<file path="config.mk">
export PLATFORM = sky130hd
export DESIGN_NAME = muldiv_sched_flat
export DESIGN_NICKNAME = d
export VERILOG_FILES = /design/src/rtl/muldiv_sched_if.sv /design/src/rtl/muldiv_sched.sv /design/src/flat_wrapper.sv
export SDC_FILE = /design/constraint.sdc
export NUM_CORES = 1
export LEC_CHECK = 0
export BUFFER_PORTS_ARGS = -buffer_cell sky130_fd_sc_hd__buf_2
export CAP_MARGIN = 20
export CORE_AREA = 4 4 103 105
export CTS_BUF_LIST = sky130_fd_sc_hd__clkbuf_8
export CTS_CLUSTER_DIAMETER = 50
export DETAILED_ROUTE_END_ITERATION = 16
export DIE_AREA = 0 0 107 109
export HOLD_SLACK_MARGIN = 0.1
export PLACE_DENSITY_LB_ADDON = 0.2
export REMOVE_ABC_BUFFERS = 1
export SKIP_CTS_REPAIR_TIMING = 1
export SLEW_MARGIN = 20
export SYNTH_ARGS = -nofsm -noshare
export SYNTH_HDL_FRONTEND = slang
export SYNTH_SLANG_ARGS = --single-unit
</file>
<file path="constraint.sdc">
create_clock -name clk -period 2 [get_ports clk]
set_input_delay 0 -clock clk [delete_from_list [all_inputs] [get_ports clk]]
set_output_delay 0 -clock clk [all_outputs]
set_load 0.1 [all_outputs]
</file>
<file path="src/rtl/muldiv_sched_if.sv">
// rtl/muldiv_sched_if.sv - handshake between the scheduler and the iterative multiply/divide unit
interface muldiv_sched_if #(
  parameter int XLEN = 32
);
  logic            md_start;
  logic [2:0]      md_op;
  logic [XLEN-1:0] md_a;
  logic [XLEN-1:0] md_b;
  logic            md_busy;
  logic            md_done;
  logic [XLEN-1:0] md_result;

  modport master (output md_start, md_op, md_a, md_b, input md_busy, md_done, md_result);
  modport slave  (input md_start, md_op, md_a, md_b, output md_busy, md_done, md_result);
endinterface

</file>
<file path="src/rtl/muldiv_sched.sv">
// rtl/muldiv_sched.sv - muldiv op sequencing, one-entry destination scoreboard and write-port arbitration
module muldiv_sched #(
  parameter int XLEN     = 32,
  parameter int HOLD_MAX = 4
) (
  input  logic                 clk,
  input  logic                 reset,
  input  logic                 ex_md_valid,
  input  logic [2:0]           ex_md_op,
  input  logic [4:0]           ex_md_rd,
  input  logic [XLEN-1:0]      ex_md_a,
  input  logic [XLEN-1:0]      ex_md_b,
  output logic                 md_ex_stall,
  muldiv_sched_if.master       md,
  input  logic [4:0]           de_rs1,
  input  logic [4:0]           de_rs2,
  input  logic [4:0]           de_rd,
  input  logic                 de_wb,
  output logic                 md_de_stall,
  input  logic                 mem1_wb_valid,
  input  logic [4:0]           mem1_wb_reg,
  input  logic [XLEN-1:0]      mem1_wb_data,
  output logic                 wb_stall,
  output logic                 wb_valid,
  output logic [4:0]           wb_reg,
  output logic [XLEN-1:0]      wb_data
);
  typedef enum logic [1:0] {IDLE, BUSY, HOLD} state_t;

  localparam logic [3:0] HOLD_LIMIT = 4'(HOLD_MAX);

  state_t          state, state_nxt;
  logic            pending, pending_nxt;
  logic [4:0]      pend_rd, pend_rd_nxt;
  logic [XLEN-1:0] hold_data, hold_data_nxt;
  logic [3:0]      hold_cnt, hold_cnt_nxt;
  logic            accept;
  logic            md_wr;
  logic [XLEN-1:0] md_wr_data;
  logic [4:0]      hazard_rd;

  always_ff @(posedge clk) begin
    if (reset) begin
      state     <= IDLE;
      pending   <= 1'b0;
      pend_rd   <= 5'd0;
      hold_data <= '0;
      hold_cnt  <= 4'd0;
    end else begin
      state     <= state_nxt;
      pending   <= pending_nxt;
      pend_rd   <= pend_rd_nxt;
      hold_data <= hold_data_nxt;
      hold_cnt  <= hold_cnt_nxt;
    end
  end

  always_comb begin
    state_nxt     = state;
    pending_nxt   = pending;
    pend_rd_nxt   = pend_rd;
    hold_data_nxt = hold_data;
    hold_cnt_nxt  = hold_cnt;
    accept        = 1'b0;
    md_wr         = 1'b0;
    md_wr_data    = hold_data;
    wb_stall      = 1'b0;
    md_ex_stall   = 1'b0;
    md.md_start   = 1'b0;
    md.md_op      = 3'd0;
    md.md_a       = '0;
    md.md_b       = '0;
    if (!reset) begin
      case (state)
        IDLE: begin
          md_ex_stall = ex_md_valid & md.md_busy;
          if (ex_md_valid && !md.md_busy) begin
            accept      = 1'b1;
            md.md_start = 1'b1;
            md.md_op    = ex_md_op;
            md.md_a     = ex_md_a;
            md.md_b     = ex_md_b;
            pend_rd_nxt = ex_md_rd;
            pending_nxt = (ex_md_rd != 5'd0);
            state_nxt   = BUSY;
          end
        end
        BUSY: begin
          md_ex_stall = ex_md_valid;
          if (md.md_done) begin
            // A result for x0 is dropped outright, so it never competes for the port.
            if (pend_rd == 5'd0 || !mem1_wb_valid) begin
              md_wr       = (pend_rd != 5'd0);
              md_wr_data  = md.md_result;
              pending_nxt = 1'b0;
              state_nxt   = IDLE;
            end else begin
              hold_data_nxt = md.md_result;
              hold_cnt_nxt  = 4'd1;
              state_nxt     = HOLD;
            end
          end
        end
        HOLD: begin
          md_ex_stall = ex_md_valid;
          if (!mem1_wb_valid || hold_cnt == HOLD_LIMIT) begin
            md_wr       = 1'b1;
            wb_stall    = mem1_wb_valid;
            pending_nxt = 1'b0;
            state_nxt   = IDLE;
          end else begin
            hold_cnt_nxt = hold_cnt + 4'd1;
          end
        end
        default: state_nxt = IDLE;
      endcase
    end
  end

  assign hazard_rd   = accept ? ex_md_rd : (pending ? pend_rd : 5'd0);
  assign md_de_stall = !reset && (hazard_rd != 5'd0) &&
                       (de_rs1 == hazard_rd || de_rs2 == hazard_rd || (de_wb && de_rd == hazard_rd));

  always_comb begin
    wb_valid = 1'b0;
    wb_reg   = 5'd0;
    wb_data  = '0;
    if (!reset) begin
      if (md_wr) begin
        wb_valid = 1'b1;
        wb_reg   = pend_rd;
        wb_data  = md_wr_data;
      end else begin
        wb_valid = mem1_wb_valid & !wb_stall;
        wb_reg   = mem1_wb_reg;
        wb_data  = mem1_wb_data;
      end
    end
  end
endmodule

</file>
<file path="src/flat_wrapper.sv">
// flat-port wrapper written by rule: the top's interface ports become plain ports
module muldiv_sched_flat 
#(
  parameter int XLEN     = 32,
  parameter int HOLD_MAX = 4
)
  (clk, reset, ex_md_valid, ex_md_op, ex_md_rd, ex_md_a, ex_md_b, md_ex_stall, de_rs1, de_rs2, de_rd, de_wb, md_de_stall, mem1_wb_valid, mem1_wb_reg, mem1_wb_data, wb_stall, wb_valid, wb_reg, wb_data, md_md_start, md_md_op, md_md_a, md_md_b, md_md_busy, md_md_done, md_md_result);
  muldiv_sched_if #(.XLEN(XLEN)) md_i ();
  input  logic clk;
  input  logic reset;
  input  logic ex_md_valid;
  input  logic [2:0] ex_md_op;
  input  logic [4:0] ex_md_rd;
  input  logic [XLEN-1:0] ex_md_a;
  input  logic [XLEN-1:0] ex_md_b;
  output logic md_ex_stall;
  input  logic [4:0] de_rs1;
  input  logic [4:0] de_rs2;
  input  logic [4:0] de_rd;
  input  logic de_wb;
  output logic md_de_stall;
  input  logic mem1_wb_valid;
  input  logic [4:0] mem1_wb_reg;
  input  logic [XLEN-1:0] mem1_wb_data;
  output logic wb_stall;
  output logic wb_valid;
  output logic [4:0] wb_reg;
  output logic [XLEN-1:0] wb_data;
  output wire logic [$bits(md_i.md_start)-1:0] md_md_start;
  output wire logic [$bits(md_i.md_op)-1:0] md_md_op;
  output wire logic [$bits(md_i.md_a)-1:0] md_md_a;
  output wire logic [$bits(md_i.md_b)-1:0] md_md_b;
  input wire logic [$bits(md_i.md_busy)-1:0] md_md_busy;
  input wire logic [$bits(md_i.md_done)-1:0] md_md_done;
  input wire logic [$bits(md_i.md_result)-1:0] md_md_result;
  assign md_md_start = md_i.md_start;
  assign md_md_op = md_i.md_op;
  assign md_md_a = md_i.md_a;
  assign md_md_b = md_i.md_b;
  assign md_i.md_busy = md_md_busy;
  assign md_i.md_done = md_md_done;
  assign md_i.md_result = md_md_result;
  muldiv_sched #(.XLEN(XLEN), .HOLD_MAX(HOLD_MAX)) u_core (.clk(clk), .reset(reset), .ex_md_valid(ex_md_valid), .ex_md_op(ex_md_op), .ex_md_rd(ex_md_rd), .ex_md_a(ex_md_a), .ex_md_b(ex_md_b), .md_ex_stall(md_ex_stall), .md(md_i), .de_rs1(de_rs1), .de_rs2(de_rs2), .de_rd(de_rd), .de_wb(de_wb), .md_de_stall(md_de_stall), .mem1_wb_valid(mem1_wb_valid), .mem1_wb_reg(mem1_wb_reg), .mem1_wb_data(mem1_wb_data), .wb_stall(wb_stall), .wb_valid(wb_valid), .wb_reg(wb_reg), .wb_data(wb_data));
endmodule
</file>
Word level (Yosys, flattened, before mapping)
Index checks and enable logic that the tools add are counted.
Word-level totals
  register bits: 44
  logic and storage cells: 93
  input bits: 163
Operators by class
  equal/unequal tests: 12
  $add $sub $neg: 1
  muxes and demuxes: 47
  bitwise logic cells: 3
  reductions and logical operators: 25
Operator list (count)
  $mux W32: 11
  $mux W5: 4
  $mux W1: 17
  $eq A5 B5 Y1: 3
  $reduce_bool A5 Y1: 3
  $mux W4: 3
  $mux W3: 3
  $mux W2: 4
  $pmux W4 S2: 1
  $ne A2 B1 Y1 const B: 3
  $ne A2 B2 Y1 const B: 3
  $pmux W2 S3: 1
  $reduce_and A3 Y1: 2
  $logic_not A5 Y1: 1
  $reduce_and A5 Y1: 1
  $add A4 B1 Y4 const B: 1
  $eq A4 B3 Y1 const B: 1
  $logic_and A1 B1 Y1: 4
  $logic_not A1 Y1: 4
  $logic_or A1 B1 Y1: 4
  $pmux W1 S2: 2
  $reduce_and A4 Y1: 1
  $pmux W1 S3: 1
  $reduce_bool A3 Y1: 1
  8 further kinds: 9

Logic depth before layout (Yosys ltp)
Gate-level depths: netlist of the first run.
  depth after elaboration: 10
  depth in mapped cells: 11

Worst setup path before layout of the first run
OpenSTA, ideal clock, no wires.
  kind: flip-flop to output port
  start point: register u_core.state[0]
  end point: output md_ex_stall
  cell stages (with the launch flop): 5
  data arrival time: 3888 ps
  data required time: 2000 ps
  path buffers: 0
  slack: -1888 ps
  path through: dfxtp_1 inv_1 ha_1 a21oi_1 nor4b_1
On the way
  word-level cells in the longest chain between the ends: 4
Ends and longest elaborated chain
  start, declared: RTL line muldiv_sched.sv:32  | state_t state, state_nxt;
  start signal, assigned: RTL line muldiv_sched.sv:50  | state <= state_nxt;
  $eq A2 B1 Y1 or $eq A2 B2 Y1 (tied branches): RTL line muldiv_sched.sv:74  | case (state)
  $reduce_or A2 Y1 (no source line)
  $pmux W1 S2 (*): RTL line muldiv_sched.sv:74
  $mux W1 (*): RTL line muldiv_sched.sv:73  | if (!reset) begin
  end, declared: RTL line flat_wrapper.sv:16  | output logic md_ex_stall;
Mark *: on every way between the ends. The rest lies on a longest branch, timed or not.

Worst setup path in the final report of the first run
  start point: register u_core.hold_cnt[0]
  end point: output wb_data[27]
On the way
  word-level cells in the longest chain between the ends: 7
Ends and longest elaborated chain
  start, declared: RTL line muldiv_sched.sv:36  | logic [3:0] hold_cnt, hold_cnt_nxt;
  start signal, assigned: RTL line muldiv_sched.sv:54  | hold_cnt <= hold_cnt_nxt;
  $eq A4 B3 Y1: RTL line muldiv_sched.sv:106  | if (!mem1_wb_valid || hold_cnt == HOLD_LIMIT) begin
  $logic_or A1 B1 Y1: RTL line muldiv_sched.sv:106
  $mux W1: RTL line muldiv_sched.sv:106
  $pmux W1 S2: RTL line muldiv_sched.sv:74
  $mux W1: RTL line muldiv_sched.sv:73
  $mux W32: RTL line muldiv_sched.sv:129  | if (md_wr) begin
  $mux W32: RTL line muldiv_sched.sv:128  | if (!reset) begin
  end, declared: RTL line flat_wrapper.sv:28  | output logic [XLEN-1:0] wb_data;
No other way between the ends.

==> results of run 1 <==
[layout make-up]
class                      instances  area, um2
clock buffer                       5       68.8
inverter                          11       43.8
tap                              133        166
clock inverter                     3       46.3
antenna                            1       2.50
sequential                        44        885
fill                             481       1460
multi-input combinational        410       3040
timing repair buffer             359       3930
[layout by cell type (no fill, tap or decap), types with 3 or more instances in the layout]
cell,n
sky130_fd_sc_hd__nor3b_1,3
sky130_fd_sc_hd__buf_4,38
sky130_fd_sc_hd__nand3_1,5
sky130_fd_sc_hd__buf_12,120
sky130_fd_sc_hd__mux2i_1,42
sky130_fd_sc_hd__clkbuf_8,5
sky130_fd_sc_hd__xor2_1,4
sky130_fd_sc_hd__o21ai_0,7
sky130_fd_sc_hd__inv_1,8
sky130_fd_sc_hd__dfxtp_1,41
sky130_fd_sc_hd__and2_1,69
sky130_fd_sc_hd__a21oi_1,43
sky130_fd_sc_hd__nand4_1,3
sky130_fd_sc_hd__ha_4,3
sky130_fd_sc_hd__buf_2,161
sky130_fd_sc_hd__ha_1,4
sky130_fd_sc_hd__a211oi_4,24
sky130_fd_sc_hd__nor2_1,54
sky130_fd_sc_hd__nor3_1,3
sky130_fd_sc_hd__nand3b_1,3
sky130_fd_sc_hd__buf_6,3
sky130_fd_sc_hd__nand2_1,71
sky130_fd_sc_hd__a211oi_2,8
sky130_fd_sc_hd__xnor2_1,6
sky130_fd_sc_hd__nor3_2,3
sky130_fd_sc_hd__dlygate4sd3_1,35
sky130_fd_sc_hd__nand2b_1,9
sky130_fd_sc_hd__mux2i_2,6
sky130_fd_sc_hd__dfxtp_2,3
[worst max-delay path, cell delays in order (launching register included)]
cell and delay (ps):
sky130_fd_sc_hd__dfxtp_1 350, sky130_fd_sc_hd__inv_1 100, sky130_fd_sc_hd__ha_1 200, sky130_fd_sc_hd__nor2b_4 190
sky130_fd_sc_hd__nand3_2 130, sky130_fd_sc_hd__o22ai_4 400, sky130_fd_sc_hd__buf_12 210, sky130_fd_sc_hd__nor2_1 100
sky130_fd_sc_hd__a211oi_4 300, sky130_fd_sc_hd__buf_12 220
[routing by layer]
| metal | GRT usage, % | routed length (um) | vias up |
|---|---|---|---|
| met1 | 31.1 | 7710 | 2590 |
| met5 | 0 | 0 | - |
| met2 | 45.6 | 11000 | 428 |
| met4 | 7.58 | 1190 | 0 |
| met3 | 7.10 | 2170 | 121 |
| li1 | - | - | 2364 |
[kinds of logic after synthesis]
| group | count (synthesis) |
|---|---|
| AOI/OAI and AO/OA | 103 |
| DFF | 44 |
| adders and majority gates | 7 |
| xor gates and xnor gates | 10 |
| muxes | 48 |
| and+or+nand+nor | 242 |
| buffers and inverters | 50 |
[where the power goes]
| group | internal, mW | switching, mW |
|---|---|---|
| Combinational | 0.880 | 1.35 |
| Clock | 0.377 | 0.349 |
| Sequential | 0.906 | 0.0299 |
[state kept, by name (all words and copies together) (netlist names)]
register / cells
u_core.hold_cnt: 4
u_core.hold_data: 32
u_core.pend_rd: 5
u_core.pending: 1
u_core.state: 2
[worst paths after layout]
path,depth (start not counted),from,end
min,3,ex_md_rd[4],u_core.pend_rd[4]
max,9,u_core.hold_cnt[0],wb_data[27]
min reg2reg,2,u_core.hold_data[17],u_core.hold_data[17]
max reg2reg,9,u_core.state[1],u_core.hold_cnt[0]
==> results.yml, run 1 <==
synth:
  synthSimpleGateAreaFrac_pct: 31.7
  synth_enable_flop_cells: 0
  synth_top_cell_area_share_pct: 22.9
  yosys.area_share.xor_xnor_pct: 2.27
  synth_top_family_by_area: "simple AND/OR/NAND/NOR gates"
  async_reset_ff_share_pct: 0
  ys_types: 50
  synth-seq-area-share_pct: 22.9
  avgSynthCellArea_um2: 7.64
  synth-seq-cells: 44
  synth_cells: 504
  synth-adder-area-share_pct: 2.27
  synthTopCellsByArea: "sky130_fd_sc_hd__dfxtp_1 (23%), sky130_fd_sc_hd__mux2i_1 (12%), sky130_fd_sc_hd__and2_1 (11%)"
  synth_largest_area_cell: "sky130_fd_sc_hd__dfxtp_1"
  share_of_the_synthesized_area_in_compound_gates_ao_oa_aoi_oai_pct: 22.1
  synthesis.area_um2: 3850
  synth.mux.area_fraction_pct: 12.5
  synth.yosys.warnings: 0
  post_synth_most_frequent_cells: "sky130_fd_sc_hd__nand2_1 (71), sky130_fd_sc_hd__and2_1 (70), sky130_fd_sc_hd__nor2_1 (57)"
  synth_ff_type: "sky130_fd_sc_hd__dfxtp_1"
  synthMostInstantiatedCell: "sky130_fd_sc_hd__nand2_1"
run_status:
  failed_checks: "negative setup slack"
  run_status: "complete, but fails checks"
layout:
  share_of_cells_above_drive_strength_1_pct: 48.0
  finalCoreUtilization_pct: 84.8
  final_cells: 966
  flow.area_growth_from_synthesis_pct: 112
  layout.cell_area.non_filler_um2: 8180
  nets: 1001
place:
  post-place-cells: 912
  port_buffers: 271
  placement.setup.worst_slack_ps: -75.7
  placement.cell_area_um2: 7200
  gp_congestion: 0.987
  hpwl_um: 13300
clock_tree:
  insertion_delay_ps: 310
  cts_buffer_depth: 2
  clkSinkCount: 44
  path_clk_slew_ps: 90
  cts_root_buf: "sky130_fd_sc_hd__clkbuf_8"
  cts_tree: "done"
  cts.htree.levels: 2
  cts_made_buffers: 5
sta:
  finalHoldViolations: 0
  clock_skew_ps: 9.91
  tightest_slew_ps: 814
  final_critical_delay_including_setup_and_external_delays_ps: 2530
  totalNegativeSetupSlack_ps: -18170
  fmaxAchievable_ghz: 0.395
  timing.final.crit_share_pct: 126
  report.final.slew_viol_count: 0
  finalWorstSetupSlack_ps: -530
  grt_setup_unrepaired: "true"
  setup-violations-final: 42
  timing.slew.headroom_pct: 45.7
  fin_worst_hold_slack_ps: 50.8
hold_path:
  hold_path_class: "input pin to flip-flop"
floorplan:
  die_height_um: 109
  die_x_um: 107
  floorplan.io_pins: 272
  start_util_pct: 40.0
  core_area_um2: 9640
  die_area_um2: 11700
  placement_rows: 36
worst_setup_path:
  reg2reg_setup_slack_ps: -200
  crit_end_category: "output port"
  timing.critical_path.fanout_max: 14
  worst-setup-path-type: "flip-flop to output port"
  crit_arrival_ps: 2530
  cp.required_ps: 2000
  critPathLaunchType: "flip-flop"
grt:
  grt_first_pass_wirelength_um: 24100
  gr-total-overflow: 0
  grtUsageTotal_pct: 26.0
  initial_antenna_violation_count: 1
  first_global_vias: 4750
  largest_net_degree_at_the_start_of_global_routing: 67
power:
  worst_ir_drop_vdd_mv: 0.323
  p_leak_nw: 3.52
  design_power_total_mw: 3.89
  powerDensity_nw_per_um2: 476
route:
  detailedRoute.firstIterationViolations: 396
  wire_per_inst_um: 22.8
  final_antenna_net_count: 0
  route.detailed.drc: 0
  wl_final_um: 22100
  detailroute.via_count: 5503
  detail_route.vias_per_cell: 5.70
  detail_route.first_pass.iterations: 5
job:
  maxCapViolations: 0
Power figures use the tool's default switching activity.
==> run 2: changes to the inputs <==
--- a/config.mk
+++ b/config.mk
@@ -7,11 +7,10 @@
 export LEC_CHECK = 0
 export BUFFER_PORTS_ARGS = -buffer_cell sky130_fd_sc_hd__buf_2
 export CAP_MARGIN = 20
-export CORE_AREA = 4 4 103 105
-export CTS_BUF_LIST = sky130_fd_sc_hd__clkbuf_8
+export CORE_AREA = 4 4 104 106
 export CTS_CLUSTER_DIAMETER = 50
 export DETAILED_ROUTE_END_ITERATION = 16
-export DIE_AREA = 0 0 107 109
+export DIE_AREA = 0 0 108 110
 export HOLD_SLACK_MARGIN = 0.1
 export PLACE_DENSITY_LB_ADDON = 0.2
 export REMOVE_ABC_BUFFERS = 1
==> results.yml, run 2 (synthesis results as in run 1) <==
floorplan:
  core_area_um2: 9770
  placement_rows: 36
  die_area_um2: 11900
  floorplan.io_pins: 272
  die_height_um: 110
  die_x_um: 108
  start_util_pct: 39.4
route:
  wire_per_inst_um: 19.0
  detail_route.first_pass.iterations: 5
  detailroute.via_count: 5102
  detail_route.vias_per_cell: 5.30
  wl_final_um: 18300
  detailedRoute.firstIterationViolations: 346
  final_antenna_net_count: 0
  route.detailed.drc: 0
layout:
  share_of_cells_above_drive_strength_1_pct: 47.1
  layout_common_cells: "sky130_fd_sc_hd__buf_2 (162), sky130_fd_sc_hd__buf_12 (113), sky130_fd_sc_hd__nand2_1 (71), sky130_fd_sc_hd__and2_1 (67), sky130_fd_sc_hd__nor2_1 (54)"
  largestRegisters: "u_core.hold_data: 32 flops, u_core.pend_rd: 5 flops, u_core.hold_cnt: 4 flops"
  layout.cell_area.non_filler_um2: 7910
  layout_commonest_cell: "sky130_fd_sc_hd__buf_2"
  number_of_flip_flops_under_the_largest_register_name: 32
  nets: 997
  final_cells: 962
  largest_register: "u_core.hold_data"
  finalCoreUtilization_pct: 80.9
  flow.area_growth_from_synthesis_pct: 105
clock_tree:
  cts_buffer_depth: 2
  clkSinkCount: 44
  path_clk_slew_ps: 80
  cts_made_buffers: 5
  insertion_delay_ps: 290
  cts_tree: "done"
  cts_root_buf: "sky130_fd_sc_hd__clkbuf_8"
  cts.htree.levels: 2
hold_path:
  holdCritStartpoint: "mem1_wb_valid"
  worst_hold_path.num_cells: 3
  holdPathEnd: "u_core.hold_cnt[2]"
  hold_path_class: "input pin to flip-flop"
job:
  maxCapViolations: 0
worst_setup_path:
  crit_arrival_ps: 2440
  critPathLaunchType: "flip-flop"
  timing.critical_path.fanout_max: 24
  regToRegStartpoint: "u_core.state[0]"
  end_of_the_worst_register_to_register_path: "u_core.pending"
  cp.required_ps: 2000
  worstRegToRegCells: 8
  critPathLaunch: "u_core.pend_rd[4]"
  worst-setup-path-type: "flip-flop to output port"
  crit_end_category: "output port"
  reg2reg_setup_slack_ps: 140
grt:
  grt_first_pass_wirelength_um: 22900
  largest_net_degree_at_the_start_of_global_routing: 87
  gr-total-overflow: 0
  first_global_vias: 4641
  grtUsageTotal_pct: 24.2
  initial_antenna_violation_count: 0
sta:
  grt_setup_unrepaired: "true"
  clock_skew_ps: 10.4
  timing.final.crit_share_pct: 122
  finalWorstSetupSlack_ps: -443
  report.final.slew_viol_count: 0
  tightest_slew_ps: 522
  finalHoldViolations: 0
  final_critical_delay_including_setup_and_external_delays_ps: 2440
  fin_worst_hold_slack_ps: 185
  timing.slew.headroom_pct: 65.2
  fmaxAchievable_ghz: 0.409
  totalNegativeSetupSlack_ps: -13650
  setup-violations-final: 39
place:
  hpwl_um: 12800
  post-place-cells: 905
  gp_congestion: 0.913
  port_buffers: 271
  placement.cell_area_um2: 7150
power:
  p_leak_nw: 3.47
  powerDensity_nw_per_um2: 468
  worst_ir_drop_vdd_mv: 0.292
run_status:
  run_status: "complete, but fails checks"
  failed_checks: "negative setup slack"
[run 2: cell count changes in the layout (fill, tap and decap cells not counted), sizes merged]
| cell | delta |
|---|---|
| inv | -1 |
| dlygate4sd3 | +2 |
| buf | -8 |
| clkbuf | +2 |
| clkinv | +1 |
[run 2: final cells by class]
class                      instances  area [um2]
timing repair inverter             1        5.00
clock buffer                       6        72.6
multi-input combinational        410        2840
fill                             587        1870
inverter                          11        43.8
clock inverter                     2        35.0
timing repair buffer             354        3860
antenna                            1        2.50
sequential                        44         883
tap                              133         166
[run 2: worst max path at each step]
| stage | end | slack [ps] | depth (start not counted) |
|---|---|---|---|
| floorplan | md_de_stall | -2610 | 9 |
| global placement | wb_data[31] | -70 | 9 |
| detailed placement | wb_data[28] | -90 | 8 |
| CTS | wb_data[28] | -420 | 8 |
| global route | wb_data[3] | -520 | 8 |
| finish | wb_data[3] | -440 | 8 |
[run 2: per-stage QoR]
step           total power [mW]  worst slack (ps)
3_3_place_gp               2.86             -69.8
5_1_grt                    3.85              -524
2_1_floorplan              2.07             -2610
4_1_cts                    3.56              -423
6_report                   3.70              -443
3_5_place_dp               2.90             -86.7
[run 2: critical path, stage by stage, from the launching register on]
cell and delay [ps]:
sky130_fd_sc_hd__dfxtp_1 320, sky130_fd_sc_hd__or3_4 390, sky130_fd_sc_hd__or2_4 290, sky130_fd_sc_hd__nand2_2 100, sky130_fd_sc_hd__nand3_4 100, sky130_fd_sc_hd__buf_12 190
sky130_fd_sc_hd__mux2i_1 150, sky130_fd_sc_hd__a211oi_2 370, sky130_fd_sc_hd__buf_12 220
[run 2: power by group]
part	switching, mW	internal (mW)	total (mW)
Clock	0.292	0.371	0.663
Combinational	1.26	0.845	2.10
Sequential	0.0320	0.905	0.937
[run 2: routing by layer]
metal,vias to the layer above,GRT usage (%),share of wire (%)
met1,2390,28.2,36
met3,42,6.23,9.1
li1,2375,-,-
met2,295,44.6,52
met5,-,0,0
met4,0,5.41,2.7
==> run 3: changes to the inputs <==
--- a/config.mk
+++ b/config.mk
@@ -5,12 +5,12 @@
 export SDC_FILE = /design/constraint.sdc
 export NUM_CORES = 1
 export LEC_CHECK = 0
-export BUFFER_PORTS_ARGS = -buffer_cell sky130_fd_sc_hd__buf_2
 export CAP_MARGIN = 20
 export CORE_AREA = 4 4 104 106
 export CTS_CLUSTER_DIAMETER = 50
 export DETAILED_ROUTE_END_ITERATION = 16
 export DIE_AREA = 0 0 108 110
+export DONT_BUFFER_PORTS = 1
 export HOLD_SLACK_MARGIN = 0.1
 export PLACE_DENSITY_LB_ADDON = 0.2
 export REMOVE_ABC_BUFFERS = 1
==> results.yml, run 3 (synthesis results as in run 1) <==
layout:
  area.sequential_um2: 885
  flow.area_growth_from_synthesis_pct: 93.3
  layout_common_cells: "sky130_fd_sc_hd__buf_12 (115), sky130_fd_sc_hd__nand2_1 (71), sky130_fd_sc_hd__and2_1 (68), sky130_fd_sc_hd__nor2_1 (50)"
  largestRegisters: "u_core.hold_data: 32 flops, u_core.pend_rd: 5 flops, u_core.hold_cnt: 4 flops"
  antenna_cells_inserted: 0
  number_of_flip_flops_under_the_largest_register_name: 32
  multiInputGateArea_um2: 3130
  layout_commonest_cell: "sky130_fd_sc_hd__buf_12"
  finalCoreUtilization_pct: 76.2
  nFillCells: 606
  layout.cell_area.non_filler_um2: 7450
  share_of_cells_above_drive_strength_1_pct: 35.9
  largest_register: "u_core.hold_data"
  nets: 838
route:
  detail_route.vias_per_cell: 5.60
  wire_per_inst_um: 21.8
  detail_route.first_pass.iterations: 7
  route.detailed.drc: 0
  final_antenna_net_count: 0
  wl_final_um: 17500
  detailedRoute.firstIterationViolations: 255
  detailroute.via_count: 4494
grt:
  grtUsageTotal_pct: 22.7
  gr-max-usage-layer: "met2"
  largest_net_degree_at_the_start_of_global_routing: 88
  met2_usage_grt_pct: 41.8
  first_global_vias: 4082
  grt_first_pass_wirelength_um: 21200
  use_met3_pct: 7.40
  use_met1_pct: 25.4
  initial_antenna_violation_count: 0
  gr-total-overflow: 0
power:
  power_frac_seq_pct: 26.8
  p_clk_share_pct: 16.7
  p_sw_share_pct: 44.7
  internal-power_mw: 1.94
  powerDensity_nw_per_um2: 471
  design_power_total_mw: 3.51
  combinationalPowerShare_pct: 56.6
  switchingPower_mw: 1.57
  p_leak_nw: 2.88
  worst_ir_drop_vdd_mv: 0.279
sta:
  setup-violations-final: 39
  grt_setup_unrepaired: "true"
  final_critical_delay_including_setup_and_external_delays_ps: 2450
  totalNegativeSetupSlack_ps: -14540
  timing.final.crit_share_pct: 123
  tightest_slew_ps: 493
  finalHoldViolations: 0
  report.final.slew_viol_count: 0
  fin_worst_hold_slack_ps: 65.1
  clock_skew_ps: 15.0
  timing.slew.headroom_pct: 67.1
  fmaxAchievable_ghz: 0.408
  finalWorstSetupSlack_ps: -451
place:
  gp_congestion: 0.852
  port_buffers: 0
  placement.cell_area_um2: 6670
  hpwl_um: 12300
clock_tree:
  path_clk_slew_ps: 90
  cts_root_buf: "sky130_fd_sc_hd__clkbuf_8"
  clkSinkCount: 44
  cts_tree: "done"
  cts_made_buffers: 5
  insertion_delay_ps: 300
  cts.htree.levels: 2
  cts_buffer_depth: 2
run_status:
  run_status: "complete, but fails checks"
  failed_checks: "negative setup slack"
hold_path:
  hold_path_class: "input pin to flip-flop"
worst_setup_path:
  reg2reg_setup_slack_ps: 30
  timing.critical_path.fanout_max: 9
  cp.required_ps: 2000
  critPathLaunchType: "flip-flop"
  crit_arrival_ps: 2450
  crit_end_category: "output port"
  worst-setup-path-type: "flip-flop to output port"
floorplan:
  die_area_um2: 11900
  die_x_um: 108
  floorplan.io_pins: 272
  core_area_um2: 9770
  die_height_um: 110
  start_util_pct: 39.4
  placement_rows: 36
job:
  maxCapViolations: 0
[run 3: changes by cell type in the layout (fill, tap and decap cells not counted), moves of 3 or more]
| cell | before | now |
|---|---|---|
| sky130_fd_sc_hd__buf_2 | 162 | 0 |
| sky130_fd_sc_hd__a211oi_2 | 32 | 0 |
| sky130_fd_sc_hd__a211oi_4 | 0 | 32 |
| sky130_fd_sc_hd__nor2_2 | 1 | 7 |
| sky130_fd_sc_hd__mux2i_1 | 45 | 41 |
| sky130_fd_sc_hd__nor2_1 | 54 | 50 |
| sky130_fd_sc_hd__and2_4 | 3 | 0 |
| sky130_fd_sc_hd__dlygate4sd3_1 | 37 | 40 |
[run 3: final cells by class]
cell class,instances,area share (%)
multi-input cells,410,42.0
flip-flops and latches,44,11.9
well taps,133,2.23
repair buffers,196,42.0
inverters,11,0.588
clock inverters,3,0.319
clock buffers,5,0.924
[run 3: worst paths after layout]
kind	cells after the start	from	to
worst max-delay path	8	u_core.pend_rd[0]	wb_data[4]
worst min-delay path	3	mem1_wb_valid	u_core.hold_cnt[0]
worst max register to register	9	u_core.state[0]	u_core.pending
worst min register to register	2	u_core.hold_data[0]	u_core.hold_data[0]
[run 3: layer usage]
metal | vias to the layer above | part of all wire (%)
li1 | 2029 | -
met1 | 2155 | 35
met2 | 280 | 54
met3 | 30 | 9.7
met4 | 0 | 1.7
met5 | - | 0
[run 3: through the flow]
step,cells,setup slack (ps)
final,802,-451
after detailed placement,747,-146
after global placement,747,-70.9
after floorplan,465,-2610
after CTS,755,-492
after global routing,802,-534
[run 3: power groups by stage]
stage,Combinational [mW],Sequential (mW),Clock [mW]
detailed placement,1.80,0.952,0
global route,2.05,0.941,0.630
CTS,1.81,0.932,0.584
finish,1.98,0.938,0.585
global placement,1.78,0.950,0
floorplan,1.12,0.950,0
[run 3: worst max-delay path: stages, from the launching register on]
cell and delay (ps):
sky130_fd_sc_hd__dfxtp_2 330, sky130_fd_sc_hd__or3_4 380, sky130_fd_sc_hd__or2_4 270, sky130_fd_sc_hd__a31oi_4 170
sky130_fd_sc_hd__o22ai_4 120, sky130_fd_sc_hd__buf_12 170, sky130_fd_sc_hd__clkbuf_16 190, sky130_fd_sc_hd__a211oi_4 300
sky130_fd_sc_hd__buf_12 210
